===== src/rtl/cp0_pkg.sv =====
// Shared definitions for coprocessor 0: register numbers, exception codes,
// SR/Cause field positions and the exception handler entry address.
package cp0_pkg;

  // CP0 register numbers as seen by mfc0/mtc0
  localparam logic [4:0] REG_SR    = 5'd12;
  localparam logic [4:0] REG_CAUSE = 5'd13;
  localparam logic [4:0] REG_EPC   = 5'd14;

  // Exception codes carried in Cause.ExcCode
  localparam logic [4:0] EXC_INT  = 5'd0;
  localparam logic [4:0] EXC_ADEL = 5'd4;
  localparam logic [4:0] EXC_ADES = 5'd5;
  localparam logic [4:0] EXC_RI   = 5'd10;
  localparam logic [4:0] EXC_OV   = 5'd12;

  // SR field positions
  localparam int SR_IM_LSB = 10;
  localparam int SR_IM_MSB = 15;
  localparam int SR_EXL    = 1;
  localparam int SR_IE     = 0;

  // Cause field positions
  localparam int CAUSE_BD      = 31;
  localparam int CAUSE_IP_LSB  = 10;
  localparam int CAUSE_IP_MSB  = 15;
  localparam int CAUSE_EXC_LSB = 2;
  localparam int CAUSE_EXC_MSB = 6;

  // Exception handler entry; consumed by the PC mux
  localparam logic [31:0] HANDLER_ADDR = 32'h0000_4180;

  // Assemble the architectural SR view; undefined bits read as zero
  function automatic logic [31:0] pack_sr(input logic [5:0] im,
                                          input logic       exl,
                                          input logic       ie);
    logic [31:0] v;
    v                       = '0;
    v[SR_IM_MSB:SR_IM_LSB]  = im;
    v[SR_EXL]               = exl;
    v[SR_IE]                = ie;
    return v;
  endfunction

  // Assemble the architectural Cause view; undefined bits read as zero
  function automatic logic [31:0] pack_cause(input logic       bd,
                                             input logic [5:0] ip,
                                             input logic [4:0] exc_code);
    logic [31:0] v;
    v                                 = '0;
    v[CAUSE_BD]                       = bd;
    v[CAUSE_IP_MSB:CAUSE_IP_LSB]      = ip;
    v[CAUSE_EXC_MSB:CAUSE_EXC_LSB]    = exc_code;
    return v;
  endfunction

endpackage


===== src/rtl/cp0.sv =====
// Coprocessor 0: SR, Cause and EPC registers plus the per-cycle decision of
// whether the M-stage instruction is taken into the exception handler.
module cp0
  import cp0_pkg::*;
#(
  parameter logic [31:0] HANDLER_ADDR = cp0_pkg::HANDLER_ADDR
) (
  input  logic        clk,
  input  logic        reset,
  input  logic        en,
  input  logic [4:0]  CP0Add,
  input  logic [31:0] CP0In,
  output logic [31:0] CP0Out,
  input  logic [31:0] VPC,
  input  logic        BDIn,
  input  logic [4:0]  ExcCodeIn,
  input  logic [5:0]  HWInt,
  input  logic        EXLClr,
  output logic [31:0] EPCOut,
  output logic        Req
);

  // SR fields
  logic [5:0]  im;
  logic        exl;
  logic        ie;
  // Cause fields
  logic        bd;
  logic [5:0]  ip;
  logic [4:0]  exc_code;
  // EPC
  logic [31:0] epc;

  logic        int_req;
  logic        exc_req;
  logic [31:0] sr_view;
  logic [31:0] cause_view;

  // Request decision: an enabled, unmasked interrupt or any pending
  // exception, all blocked while already inside the handler
  always_comb begin
    int_req = (|(HWInt & im)) & ie & ~exl;
    exc_req = (ExcCodeIn != EXC_INT) & ~exl;
    Req     = int_req | exc_req;
  end

  assign sr_view    = pack_sr(im, exl, ie);
  assign cause_view = pack_cause(bd, ip, exc_code);
  assign EPCOut     = epc;

  // mfc0 read mux
  always_comb begin
    // NOTE: default first so every path assigns CP0Out and no latch is inferred
    CP0Out = '0;
    unique case (CP0Add)
      REG_SR:    CP0Out = sr_view;
      REG_CAUSE: CP0Out = cause_view;
      REG_EPC:   CP0Out = epc;
      default:   CP0Out = '0;
    endcase
  end

  // IP tracks the interrupt lines every cycle; pulses between edges are
  // never captured
  always_ff @(posedge clk) begin
    // NOTE: non-blocking assignments keep all registers updating from the
    // same pre-edge values regardless of block ordering
    if (reset) ip <= '0;
    else       ip <= HWInt;
  end

  // Exception entry has priority over eret, which has priority over mtc0
  always_ff @(posedge clk) begin
    if (reset) begin
      im       <= '0;
      exl      <= 1'b0;
      ie       <= 1'b0;
      bd       <= 1'b0;
      exc_code <= EXC_INT;
      epc      <= '0;
    end else if (Req) begin
      exl      <= 1'b1;
      bd       <= BDIn;
      exc_code <= int_req ? EXC_INT : ExcCodeIn;
      epc      <= BDIn ? (VPC - 32'd4) : VPC;
    end else if (EXLClr) begin
      exl <= 1'b0;
    end else if (en) begin
      // Cause is read-only; unmapped addresses are ignored
      if (CP0Add == REG_SR) begin
        im  <= CP0In[SR_IM_MSB:SR_IM_LSB];
        exl <= CP0In[SR_EXL];
        ie  <= CP0In[SR_IE];
      end else if (CP0Add == REG_EPC) begin
        epc <= CP0In;
      end
    end
  end

endmodule


===== config.mk =====
export PLATFORM = sky130hd
export DESIGN_NAME = cp0
export DESIGN_NICKNAME = d
export VERILOG_FILES = /design/src/rtl/cp0_pkg.sv /design/src/rtl/cp0.sv
export SDC_FILE = /design/constraint.sdc
export NUM_CORES = 1
export LEC_CHECK = 0
export CELL_PAD_IN_SITES_DETAIL_PLACEMENT = 1
export CELL_PAD_IN_SITES_GLOBAL_PLACEMENT = 1
export CORE_ASPECT_RATIO = 0.5
export CORE_UTILIZATION = 29
export CTS_CLUSTER_SIZE = 14
export DETAILED_ROUTE_END_ITERATION = 6
export MAX_ROUTING_LAYER = met4
export PLACE_DENSITY_LB_ADDON = 0.1
export SYNTH_ARGS = -nofsm -noshare
export SYNTH_HDL_FRONTEND = slang
export SYNTH_SLANG_ARGS = --single-unit

===== constraint.sdc =====
create_clock -name clk -period 3.35 [get_ports clk]
set_input_delay 1.005 -clock clk [delete_from_list [all_inputs] [get_ports clk]]
set_output_delay 1.005 -clock clk [all_outputs]
set_load 0.02 [all_outputs]

* After elaboration in Yosys (flattened, before gate mapping)
Cells that the tools add are included.
** Word-level totals
- Register bits :: 52
- Input port bits :: 85
- Output and inout bits :: 65
- Logic and storage cells :: 42
** Cells by class
- $add $sub $neg :: 1
- Equal/unequal tests :: 5
- Muxes and demuxes :: 12
- Bitwise operators :: 8
- Reductions and logical operators :: 9
** Operators with widths (count)
- 2-to-1 mux 32 bit :: 6
- one-hot mux 32 bit (3 select lines) :: 1
- subtractor 32 x 3 -> 32 bit (second input constant) :: 1
- equality test 5 x 4 -> 1 bit (second input constant) :: 3
- AND reduction 4 bit :: 2
- bitwise AND 6 bit :: 1
- nonzero test 3 bit :: 2
- OR reduction 6 bit :: 1
- 2-to-1 mux 5 bit :: 1
- nonzero test 5 bit :: 1
- 2-to-1 mux 1 bit :: 4
- nonzero test 2 bit :: 2
- bitwise AND 1 bit :: 3
- inverter 1 bit :: 3
- != test 2 x 1 -> 1 bit (second input constant) :: 1
- != test 2 bit (second input constant) :: 1
- AND reduction 2 bit :: 1
- OR 1 bit :: 1

* Depth between registers and ports, before layout
Gate-level depths: netlist of run 1.
- Depth after elaboration :: 7
- Gate-level depth with buffers :: 8
- Mapped depth without buffers :: 7

* Least setup slack after synthesis of run 1
No wires, ideal clock.
- Path kind :: in2out
- From :: in CP0Add[0]
- To :: out CP0Out[11]
- Data arrival time :: 2339 ps
- Data required time :: 2345 ps
- Slack :: 6 ps
- Cell stages on the path :: 7
- Buffers on the path :: 3
- Cells stage by stage :: buf_2 -> and4bb_2 -> and2_0 -> clkbuf_1 -> clkbuf_1 -> nand2_1 -> o21ai_0
** On the way
- Longest elaborated chain between the ends :: 2
- Elaborated cells between the ends (all ways) :: 4
- Classes of those cells :: 3 x eq/ne; 1 x mux
** Ends and longest elaborated chain
- start: declaration :: line cp0.sv:11 : input logic [4:0] CP0Add,
- equality test 5 x 4 -> 1 bit :: line cp0.sv:55 : unique case (CP0Add)
- one-hot mux 32 bit (3 select lines) * :: line cp0.sv:55
- end: declaration :: line cp0.sv:13 : output logic [31:0] CP0Out,
Mark *: on every way between the ends. The rest lies on a longest branch, timed or not.

* Final worst setup path of run 1
- From :: in ExcCodeIn[1]
- To :: out Req
** On the way
- Longest elaborated chain between the ends :: 3
** Ends and longest elaborated chain
- start: declaration :: line cp0.sv:16 : input logic [4:0] ExcCodeIn,
- nonzero test 5 bit :: line cp0.sv:43 : exc_req = (ExcCodeIn != EXC_INT) & ~exl;
- bitwise AND 1 bit :: line cp0.sv:43
- OR 1 bit :: line cp0.sv:44 : Req = int_req | exc_req;
- end: declaration :: line cp0.sv:20 : output logic Req
Every way passes these cells.

==> metrics.md, run 1 <==
| Metric | Value |
|---|---|
| Worst clock skew | 0.00698 ns |
| Most instantiated cells after synthesis | sky130_fd_sc_hd__dfxtp_1 (52), sky130_fd_sc_hd__mux2i_1 (40), sky130_fd_sc_hd__nor2_1 (34), sky130_fd_sc_hd__xnor2_1 (24), sky130_fd_sc_hd__a21oi_1 (20) |
| Share of total power consumed by net switching | 29.3% |
| Nets@finish | 604 |
| Chip Width | 150 µm |
| Grt total ovfl | 0 |
| Timing-limited maximum frequency | 299 MHz |
| Total detailed-routing wirelength | 11.4 mm |
| Startpoint kind of the worst setup timing path | input port |
| Setup-failing EPs final | 0 |
| Final worst slack | 0.00209 ns |
| Core Region | 10400 µm² |
| Endpoint class of the critical path | primary output |
| Final GP Congestion | 0.783 |
| Actual transition at the worst max-transition pin | 0.626 ns |
| Netlist cell types | 51 |
| Crit-path slowest cell | sky130_fd_sc_hd__or4_4 |
| Number of buffers added by the clock tree synthesis step | 5 |
| Via/cell ratio | 5.07 |
| Switching power | 488 µW |
| Synth Cell Area | 3160 µm² |
| Area overhead of the layout relative to synthesis | 62.1% |
| Setup slack after placement | -0.512 ns |
| First DRT Iteration DRCs | 86 |
| Number of core rows | 26 |
| Cts-stage hold buffer count | 0 |
| Data required time of the worst path | 2.34 ns |
| Critical path start-end classification | in2out |
| Crit path DAT | 2.34 ns |
| Worst hold slack | 0.471 ns |
| Largest fanout on the critical path | 2 |
| Area fraction of the dominant cell type after synthesis | 32.9% |
| Number of global-route vias before repair | 3291 |
| P_int | 1180 µW |
| Gr usage total | 20.7% |
| Level count of the clock H-tree | 2 |
| Final cell count without fillers | 659 |
| Number of buffers on the longest clock path | 2 |
| Reported leakage power | 0.00197 µW |
| Class of the tightest hold or removal check | reg2reg |
| Antenna-violating nets left | 0 |
| Result of the run | finished, final reports clean |
| Per-instance average area after synthesis | 8.79 µm² |
| Power per Cell Area | 325 nW/µm² |
| Synthesized Nets | 446 |
| Part of the total power dissipated in sequential elements | 42.0% |
| Max-cap violation count | 0 |
| Initial Utilization | 30.4% |
| Number of synthesized register bits | 52 |
| Antenna Diode Count | 0 |
| Slowest Stage Delay on Critical Path | 0.46 ns |
| Combinational Power Share | 26.7% |
| Count of final hold-check violations | 0 |
| Largest net degree at the start of global routing | 53 |
| Placed wire-length estimate | 8.41 mm |
| Top-count cell post-synth | sky130_fd_sc_hd__dfxtp_1 |
| Number of design rule violations left after detail routing | 0 |
| Synth area leaders | sky130_fd_sc_hd__dfxtp_1 (33%), sky130_fd_sc_hd__mux2i_1 (13%), sky130_fd_sc_hd__xnor2_1 (6.6%) |
| Top_reg_cell synth | sky130_fd_sc_hd__dfxtp_1 |
| Period utilisation layout | 99.9% |
| Number of enable flip-flop cells after synthesis | 0 |
| Sequential cell area fraction in the yosys report | 32.9% |
| Clk_lat worst skew | 0.29 ns |
| Synth Warn # | 0 |
| Detailed-router iteration count before antenna repair | 4 |
| Post-synthesis instance total | 360 |
| Cell Count Post-Placement | 648 |
| Total Die Area | 11400 µm² |
| Via count | 3344 |
| Number of pins with negative max-slew slack in the final report | 0 |
| Share of cells above drive strength 1 | 18.1% |
| Clock tree from TritonCTS | done |
| Cell type with the largest total area after synthesis | sky130_fd_sc_hd__dfxtp_1 |
| Clock network power share | 31.3% |
| Clock transition time at the flip-flop clock pins of the worst setup and hold paths | 0.07 ns |
| Per-cell routed wire length | 17.4 µm |
| Wire length of the first global-routing pass | 17.3 mm |
| Rel. slew slack | 58.3% |
| Critical path, cell by cell | clkdlybuf4s50_1 > or4_4 > nor2_4 > a21o_4 > inv_4 > buf_6 |
| Root buffer selected by CTS | sky130_fd_sc_hd__clkbuf_16 |
| IO Pins | 150 |
| Share of synthesized registers carrying an async set or reset | 0% |
| Die Height | 75.9 µm |
| Number of antenna violations at the first check in global routing | 0 |
| Shortest clock period the worst path allows after layout | 3.35 ns |
| CTS sink cnt | 52 |
| Worst-case vdd ir drop | 0.183 mV |
| Count of buffers inserted at the top-level ports | 149 |
final cells by class:
cell class	count	area, µm²
Inverter	7	28.8
Clock buffer	6	129
Timing Repair Buffer	177	1730
Clock inverter	2	16.3
Fill cell	1210	5280
Tap cell	140	175
Sequential cell	52	1040
Multi-Input combinational cell	275	2010
power groups by stage:
stage / logic (µW) / registers [µW] / clock network (µW)
2_1_floorplan: 153 / 749 / 0
3_3_place_gp: 438 / 714 / 0
3_5_place_dp: 441 / 715 / 0
4_1_cts: 444 / 702 / 544
5_1_grt: 479 / 708 / 567
6_report: 445 / 701 / 521
timing repair:
| action | CTS | global route |
|---|---|---|
| pin swaps | 10 | 6 |
| resized for setup | 151 | 9 |
| buffers inserted | 2 | 1 |
| endpoints found under the setup margin | 33 | 6 |
routing by layer:
metal  global-route usage [%]  part of all wire [%]  vias to the layer above
met5                        -                     0                        -
met4                     2.47                  0.47                        0
met3                     3.89                   4.6                        6
met2                     33.8                    45                       88
met1                     27.3                    50                     1625
li1                         -                     -                     1625
cell families (layout without fill, tap and decap cells):
logic type	count (synthesis)	count (layout)	share of synthesized area, %
compound gates	78	78	17.3
flops	52	52	32.9
simple gates	123	123	22.3
xor+xnor	28	28	7.75
fa+ha+maj	1	1	0.396
mux	45	45	14.4
buf+inv	33	192	4.87
sequential cells by signal (all words and copies together) (netlist names):
name,flops
exc_code,5
im,6
ip,6
EPCOut,32
bd,1
ie,1
exl,1
worst paths after layout:
| path | start | end | slack (ns) | cells after the start |
|---|---|---|---|---|
| worst max-delay path | ExcCodeIn[1] | Req | 0.002 | 6 |
| worst min-delay path | exc_code[4] | exc_code[4] | 0.47 | 2 |
| worst max register to register | im[3] | EPCOut[15] | 1.12 | 8 |
| worst min register to register | exc_code[4] | exc_code[4] | 0.47 | 2 |
placed cells by master (no fill, tap or decap), types with 15 or more instances in the layout:
cell and count:
sky130_fd_sc_hd__clkdlybuf4s50_1 104, sky130_fd_sc_hd__dfxtp_1 52, sky130_fd_sc_hd__mux2i_1 40, sky130_fd_sc_hd__nor2_1 33
sky130_fd_sc_hd__buf_4 25, sky130_fd_sc_hd__xnor2_1 24, sky130_fd_sc_hd__a21oi_1 20, sky130_fd_sc_hd__and3_1 18
sky130_fd_sc_hd__clkdlybuf4s15_2 18, sky130_fd_sc_hd__nand2_1 16, sky130_fd_sc_hd__a211oi_1 16, sky130_fd_sc_hd__a21o_1 15
critical path: cells and delay by family:
| kind | cells | cell delay (ns) |
|---|---|---|
| AO/OA/AOI/OAI | 1 | 0.14 |
| buffers and inverters | 3 | 0.62 |
| AND/OR/NAND/NOR | 2 | 0.57 |
through the flow:
stage / utilization [%] / setup TNS [ns] / total power, µW / instance area (µm²)
floorplan: - / 0 / 902 / 3160
global placement: 47.2 / -15.31 / 1150 / 4910
detailed placement: 47.2 / -15.91 / 1160 / 4910
CTS: 48.8 / 0 / 1690 / 5080
global route: 49.3 / -0.0298 / 1750 / 5130
finish: 49.3 / 0 / 1670 / 5130
Power figures use the tool's default switching activity.
==> run 2, diff against run 1 <==
CTS_CLUSTER_DIAMETER = 120   (was not set)
==> results of run 2 <==
The final DEF is identical to that of run 1; final timing and power are the same.
